`src/rtl/axilite_ip_arbiter.sv`:
```
// Round-robin arbiter sharing one IP register port among N requesters.
// At most one read is outstanding; replies are routed back to their owner, with an error reply on read timeout.
module axilite_ip_arbiter #(
  parameter int N          = 2,
  parameter int ADDR_WIDTH = 8,
  parameter int DATA_WIDTH = 32,
  parameter int TIMEOUT    = 256
) (
  input  logic                    aclk,
  input  logic                    aresetn,
  input  logic [N-1:0]            req_vld,
  output logic [N-1:0]            req_rdy,
  input  logic [N-1:0]            req_wen,
  input  logic [N*ADDR_WIDTH-1:0] req_addr,
  input  logic [N*DATA_WIDTH-1:0] req_wdata,
  output logic [N-1:0]            rsp_vld,
  output logic                    rsp_err,
  output logic [DATA_WIDTH-1:0]   rsp_rdata,
  output logic                    ip_en,
  output logic                    ip_wen,
  output logic [ADDR_WIDTH-1:0]   ip_addr,
  output logic [DATA_WIDTH-1:0]   ip_wdata,
  input  logic                    ip_rack,
  input  logic [DATA_WIDTH-1:0]   ip_rdata
);

  localparam int PW    = (N > 1) ? $clog2(N) : 1;
  localparam int CW    = (TIMEOUT > 1) ? $clog2(TIMEOUT) : 1;
  localparam int TLAST = (TIMEOUT > 0) ? TIMEOUT - 1 : 0;

  typedef enum logic {IDLE, RWAIT} state_t;

  state_t                  state_q, state_d;
  logic [PW-1:0]           rr_q, rr_d;
  logic [PW-1:0]           owner_q, owner_d;
  logic [CW-1:0]           cnt_q, cnt_d;
  logic                    ip_en_q, ip_en_d;
  logic                    ip_wen_q, ip_wen_d;
  logic [ADDR_WIDTH-1:0]   ip_addr_q, ip_addr_d;
  logic [DATA_WIDTH-1:0]   ip_wdata_q, ip_wdata_d;
  logic [N-1:0]            rsp_vld_q, rsp_vld_d;
  logic                    rsp_err_q, rsp_err_d;
  logic [DATA_WIDTH-1:0]   rsp_rdata_q, rsp_rdata_d;

  logic [ADDR_WIDTH-1:0]   addr_arr  [N];
  logic [DATA_WIDTH-1:0]   wdata_arr [N];
  logic [N-1:0]            vld_rot;
  logic                    gnt_found;
  logic [PW-1:0]           gnt_idx;

  for (genvar gi = 0; gi < N; gi++) begin : g_slice
    assign addr_arr[gi]  = req_addr[gi*ADDR_WIDTH +: ADDR_WIDTH];
    assign wdata_arr[gi] = req_wdata[gi*DATA_WIDTH +: DATA_WIDTH];
  end

  function automatic logic [N-1:0] onehot(input logic [PW-1:0] idx);
    onehot = '0;
    for (int i = 0; i < N; i++) onehot[i] = (PW'(i) == idx);
  endfunction

  // Rotate so bit 0 is the requester at the rr pointer; the lowest set bit wins.
  assign vld_rot = N'({req_vld, req_vld} >> rr_q);

  always_comb begin
    gnt_found = 1'b0;
    gnt_idx   = '0;
    for (int k = 0; k < N; k++) begin
      if (!gnt_found && vld_rot[k]) begin
        gnt_found = 1'b1;
        gnt_idx   = PW'((int'(rr_q) + k) % N);
      end
    end
  end

  always_comb begin
    req_rdy = '0;
    if (aresetn && state_q == IDLE && gnt_found) req_rdy = onehot(gnt_idx);
  end

  always_comb begin
    state_d     = state_q;
    rr_d        = rr_q;
    owner_d     = owner_q;
    cnt_d       = cnt_q;
    ip_en_d     = 1'b0;
    ip_wen_d    = ip_wen_q;
    ip_addr_d   = ip_addr_q;
    ip_wdata_d  = ip_wdata_q;
    rsp_vld_d   = '0;
    rsp_err_d   = 1'b0;
    rsp_rdata_d = '0;
    case (state_q)
      IDLE: begin
        if (gnt_found) begin
          ip_en_d    = 1'b1;
          ip_wen_d   = req_wen[gnt_idx];
          ip_addr_d  = addr_arr[gnt_idx];
          ip_wdata_d = wdata_arr[gnt_idx];
          rr_d       = (gnt_idx == PW'(N - 1)) ? '0 : gnt_idx + 1'b1;
          if (req_wen[gnt_idx]) begin
            rsp_vld_d = onehot(gnt_idx);
          end else begin
            state_d = RWAIT;
            owner_d = gnt_idx;
            cnt_d   = '0;
          end
        end
      end
      RWAIT: begin
        // An ack in the same cycle as the timeout takes priority.
        if (ip_rack) begin
          rsp_vld_d   = onehot(owner_q);
          rsp_rdata_d = ip_rdata;
          state_d     = IDLE;
        end else if (TIMEOUT > 0 && cnt_q == CW'(TLAST)) begin
          rsp_vld_d = onehot(owner_q);
          rsp_err_d = 1'b1;
          state_d   = IDLE;
        end else if (TIMEOUT > 0) begin
          cnt_d = cnt_q + 1'b1;
        end
      end
      default: state_d = IDLE;
    endcase
  end

  always_ff @(posedge aclk or negedge aresetn) begin
    if (!aresetn) begin
      state_q     <= IDLE;
      rr_q        <= '0;
      owner_q     <= '0;
      cnt_q       <= '0;
      ip_en_q     <= 1'b0;
      ip_wen_q    <= 1'b0;
      ip_addr_q   <= '0;
      ip_wdata_q  <= '0;
      rsp_vld_q   <= '0;
      rsp_err_q   <= 1'b0;
      rsp_rdata_q <= '0;
    end else begin
      state_q     <= state_d;
      rr_q        <= rr_d;
      owner_q     <= owner_d;
      cnt_q       <= cnt_d;
      ip_en_q     <= ip_en_d;
      ip_wen_q    <= ip_wen_d;
      ip_addr_q   <= ip_addr_d;
      ip_wdata_q  <= ip_wdata_d;
      rsp_vld_q   <= rsp_vld_d;
      rsp_err_q   <= rsp_err_d;
      rsp_rdata_q <= rsp_rdata_d;
    end
  end

  assign ip_en     = ip_en_q;
  assign ip_wen    = ip_wen_q;
  assign ip_addr   = ip_addr_q;
  assign ip_wdata  = ip_wdata_q;
  assign rsp_vld   = rsp_vld_q;
  assign rsp_err   = rsp_err_q;
  assign rsp_rdata = rsp_rdata_q;

endmodule

```
`config.mk`:
```
export PLATFORM = sky130hd
export DESIGN_NAME = axilite_ip_arbiter
export DESIGN_NICKNAME = d
export VERILOG_FILES = /design/src/rtl/axilite_ip_arbiter.sv
export SDC_FILE = /design/constraint.sdc
export NUM_CORES = 1
export LEC_CHECK = 0
export ABC_AREA = 0
export BUFFER_PORTS_ARGS = -buffer_cell sky130_fd_sc_hd__buf_4
export CELL_PAD_IN_SITES_DETAIL_PLACEMENT = 1
export CELL_PAD_IN_SITES_GLOBAL_PLACEMENT = 1
export CORE_MARGIN = 5
export CORE_UTILIZATION = 35
export CTS_CLUSTER_SIZE = 8
export DETAILED_ROUTE_END_ITERATION = 10
export PLACE_DENSITY = 0.89
export SLEW_MARGIN = 20
export SYNTH_ARGS = -nofsm -noshare
export SYNTH_HDL_FRONTEND = slang
export SYNTH_SLANG_ARGS = --single-unit
export TNS_END_PERCENT = 100
```
`constraint.sdc`:
```
create_clock -name aclk -period 3.5 [get_ports aclk]
set_clock_uncertainty 0.05 [all_clocks]
set_input_delay 0.35 -clock aclk [delete_from_list [all_inputs] [get_ports aclk]]
set_output_delay 0.35 -clock aclk [all_outputs]
set_load 0.05 [all_outputs]
```
==> impl_metrics.tcl <==
set metrics [dict create \
    maxCapViolCount 0 \
    whs_ns 0.1596 \
    ant_nets 0 \
    globalplace.congestion 0.8367 \
    synth_area_leaders "dfrtp_1, mux2i_1, o21ai_0, and3_1, nand2_1" \
    synth_top_family_by_area "simple AND/OR/NAND/NOR gates" \
    ys_warn_count 0 \
    syn-instance-count 326 \
    dp_hpwl_um 8692 \
    ys_ff_latch 88 \
    vias_per_cell 4.765 \
    core-area_mm2 0.01018 \
    syn_area_per_cell_um2 11.06 \
    firstDrtPassIters 4 \
    clock_path_buffers 2 \
    critPathCaptureType "output port" \
    htreeDepth 3 \
    crit_type "reg2out" \
    yosys.area_share.simple_pct 15.13 \
    antenna_found_initial 0 \
    fin_crit_ns 2.428 \
    setup_viol 0 \
    power.total_mw 3.731 \
    drt_iter0_drc 114 \
    path_max_fanout 42 \
    pre_cts_ws_ns 1.199 \
    fin_setup_tns_ns 0 \
    std_cell_rows 37 \
    rsz0062_at_grt "no" \
    via_count 3140 \
    required_ns 3.10 \
    numCtsBuffers 9 \
    hold_class "in2reg" \
    period_share_pct 69.37 \
    postCtsSetupBuffers 0 \
    slew_viol_final 0 \
    cpPeakStageDelay_ns 0.65 \
    synth_compound_area_share_pct 8.466 \
    diodes 0 \
    synth-xor-area-share_pct 0 \
    slew-limit-headroom_pct 51.23 \
    dieHeight_um 111.5 \
    clk_root_buffer_cell "clkbuf_8" \
    clkSinkCount 88 \
    grt_pass1_vias 3477 \
    crit_arrival_ns 2.03 \
    synth.distinct_cells 28 \
    die_area_mm2 0.01243 \
    grt_usage_pct 17.91 \
    worst_slew_pin_slew_ns 0.7316 \
    synthAdderAreaFrac_pct 0.3470 \
    drive_gt1_share_pct 42.45 \
    syn-cell-area_mm2 0.003606 \
    numPortBuffers 197 \
    synth.top_cell.area_share_pct 61.07 \
    final_nets 638 \
    cp_cell_sequence "or2_2 -> inv_1 -> nand2_1 -> a21oi_1 -> buf_4" \
    io_pins 198 \
    grt_pass1_wl_um 17980 \
    fin_ws_ns 1.072 \
    synth.mux.area_fraction_pct 11.94 \
    final_hold_viol_count 0 \
    slowest_stage "dfrtp_2" \
    cts_resized 0 \
    start_kind "flip-flop" \
    clkLatencyLatePin_ns 0.36 \
    power.density_mw_per_mm2 688.4 \
    fp.dieW_um 111.5 \
    max-vdd-ir-drop_mv 0.3099 \
    overflow 0 \
    fmax_mhz 411.9 \
    yosysTopAreaCell "dfrtp_1" \
    hold_buffers 1 \
    start_util_pct 35.41 \
    syn_nets 446 \
    area_growth_pct 50.31 \
    drcViolationCount 0 \
    clk_pin_slew_ns 0.10 \
    grt_max_degree 81 \
    wl_per_cell_um 17.01 \
    ys_seq_area_share_pct 61.07 \
    routed_wl_um 11210 \
    cts_tree "yes" \
    status "finished, final reports clean" \
    fin_util_pct 53.22 \
    p_leak_nw 2.933 \
]
## cells in the final DEF (no fill, tap or decap), types with 2 or more instances in the layout
| master | instances |
|---|---|
| clkbuf_8 | 9 |
| nand4_1 | 2 |
| mux2i_1 | 43 |
| nor2b_1 | 3 |
| o21ai_0 | 42 |
| buf_4 | 201 |
| inv_1 | 7 |
| o32ai_1 | 2 |
| nor3_1 | 3 |
| and3_1 | 32 |
| inv_6 | 3 |
| a211oi_1 | 2 |
| a21oi_1 | 4 |
| nand2_1 | 47 |
| nand3_1 | 4 |
| nor2_1 | 12 |
| dfrtp_1 | 87 |
| o31ai_1 | 2 |
| o22ai_1 | 2 |
## cells in the mapped netlist (all sizes together)
master / number
mux2i: 43
nor2: 12
inv: 7
o22ai: 2
clkbuf: 17
nor3: 3
or2: 1
or3: 1
a31oi: 1
nand3: 4
o21ai: 42
nor4: 1
dfrtp: 88
and3: 32
buf: 4
nand4: 2
ha: 1
nand2b: 2
a21oi: 4
nor2b: 3
or4: 1
o311ai: 1
o32ai: 2
a211oi: 2
o31ai: 2
nand2: 48
## power by group
group	leakage [nW]	internal (mW)	total [mW]	switching (mW)
clock	0.103	0.344	0.743	0.399
combinational	1.70	0.495	1.60	1.10
sequential	1.13	1.24	1.39	0.152
total	2.93	2.08	3.73	1.65
## registers in the layout (all words and copies together) (netlist names), 2 cells and up
register   count
rsp_vld        2
ip_addr        8
cnt_q          8
rsp_rdata     32
ip_wdata      32
## layer usage
metal | global-route usage [%] | routed length (um)
met1 | 20.28 | 4363
met5 | 0 | 0
met3 | 4.946 | 754
met4 | 5.191 | 140
met2 | 32.89 | 5954
## worst max-delay path, delay by kind of cell (launching register included)
family / cells / cell delay, ns
flip-flops: 1 / 0.65
AND/OR/NAND/NOR: 2 / 0.50
buffers and inverters: 2 / 0.35
AO/OA/AOI/OAI: 1 / 0.16
## path summary, 6_finish.rpt
kind	cells after the start	slack, ns	endpoint	start
setup reg to reg	5	1.33	ip_wdata[22]	rr_q
hold / removal	2	0.16	owner_q	req_wen[1]
setup / recovery	5	1.07	req_rdy[0]	state_q
hold reg to reg	2	0.44	ip_wdata[15]	ip_wdata[15]
min in group asynchronous	2	0.40	ip_wdata[13]	aresetn
max in group asynchronous	3	1.88	state_q	aresetn
## cell type report
class	count	area [um^2]
clock buffers	9	123.9
clock inverters	7	83.83
fillers	1152	4765
inverters	7	26.28
multi-input cells	210	1294
flip-flops and latches	88	2203
well taps	136	170.2
repair buffers	202	1519
## cells by family (layout without fill, tap and decap cells)
family	after synthesis	in the layout
simple gates	110	110
compound gates	56	56
buf+inv	28	225
mux	43	43
fa+ha+maj	1	1
flops	88	88
## stage by stage
step                cell area, um^2  instances
floorplan                      3606        326
detailed placement             5201        642
global route                   5420        659
global placement               5201        642
CTS                            5419        659
finish                         5420        659
No activity file was read; power rests on OpenSTA's default activity.
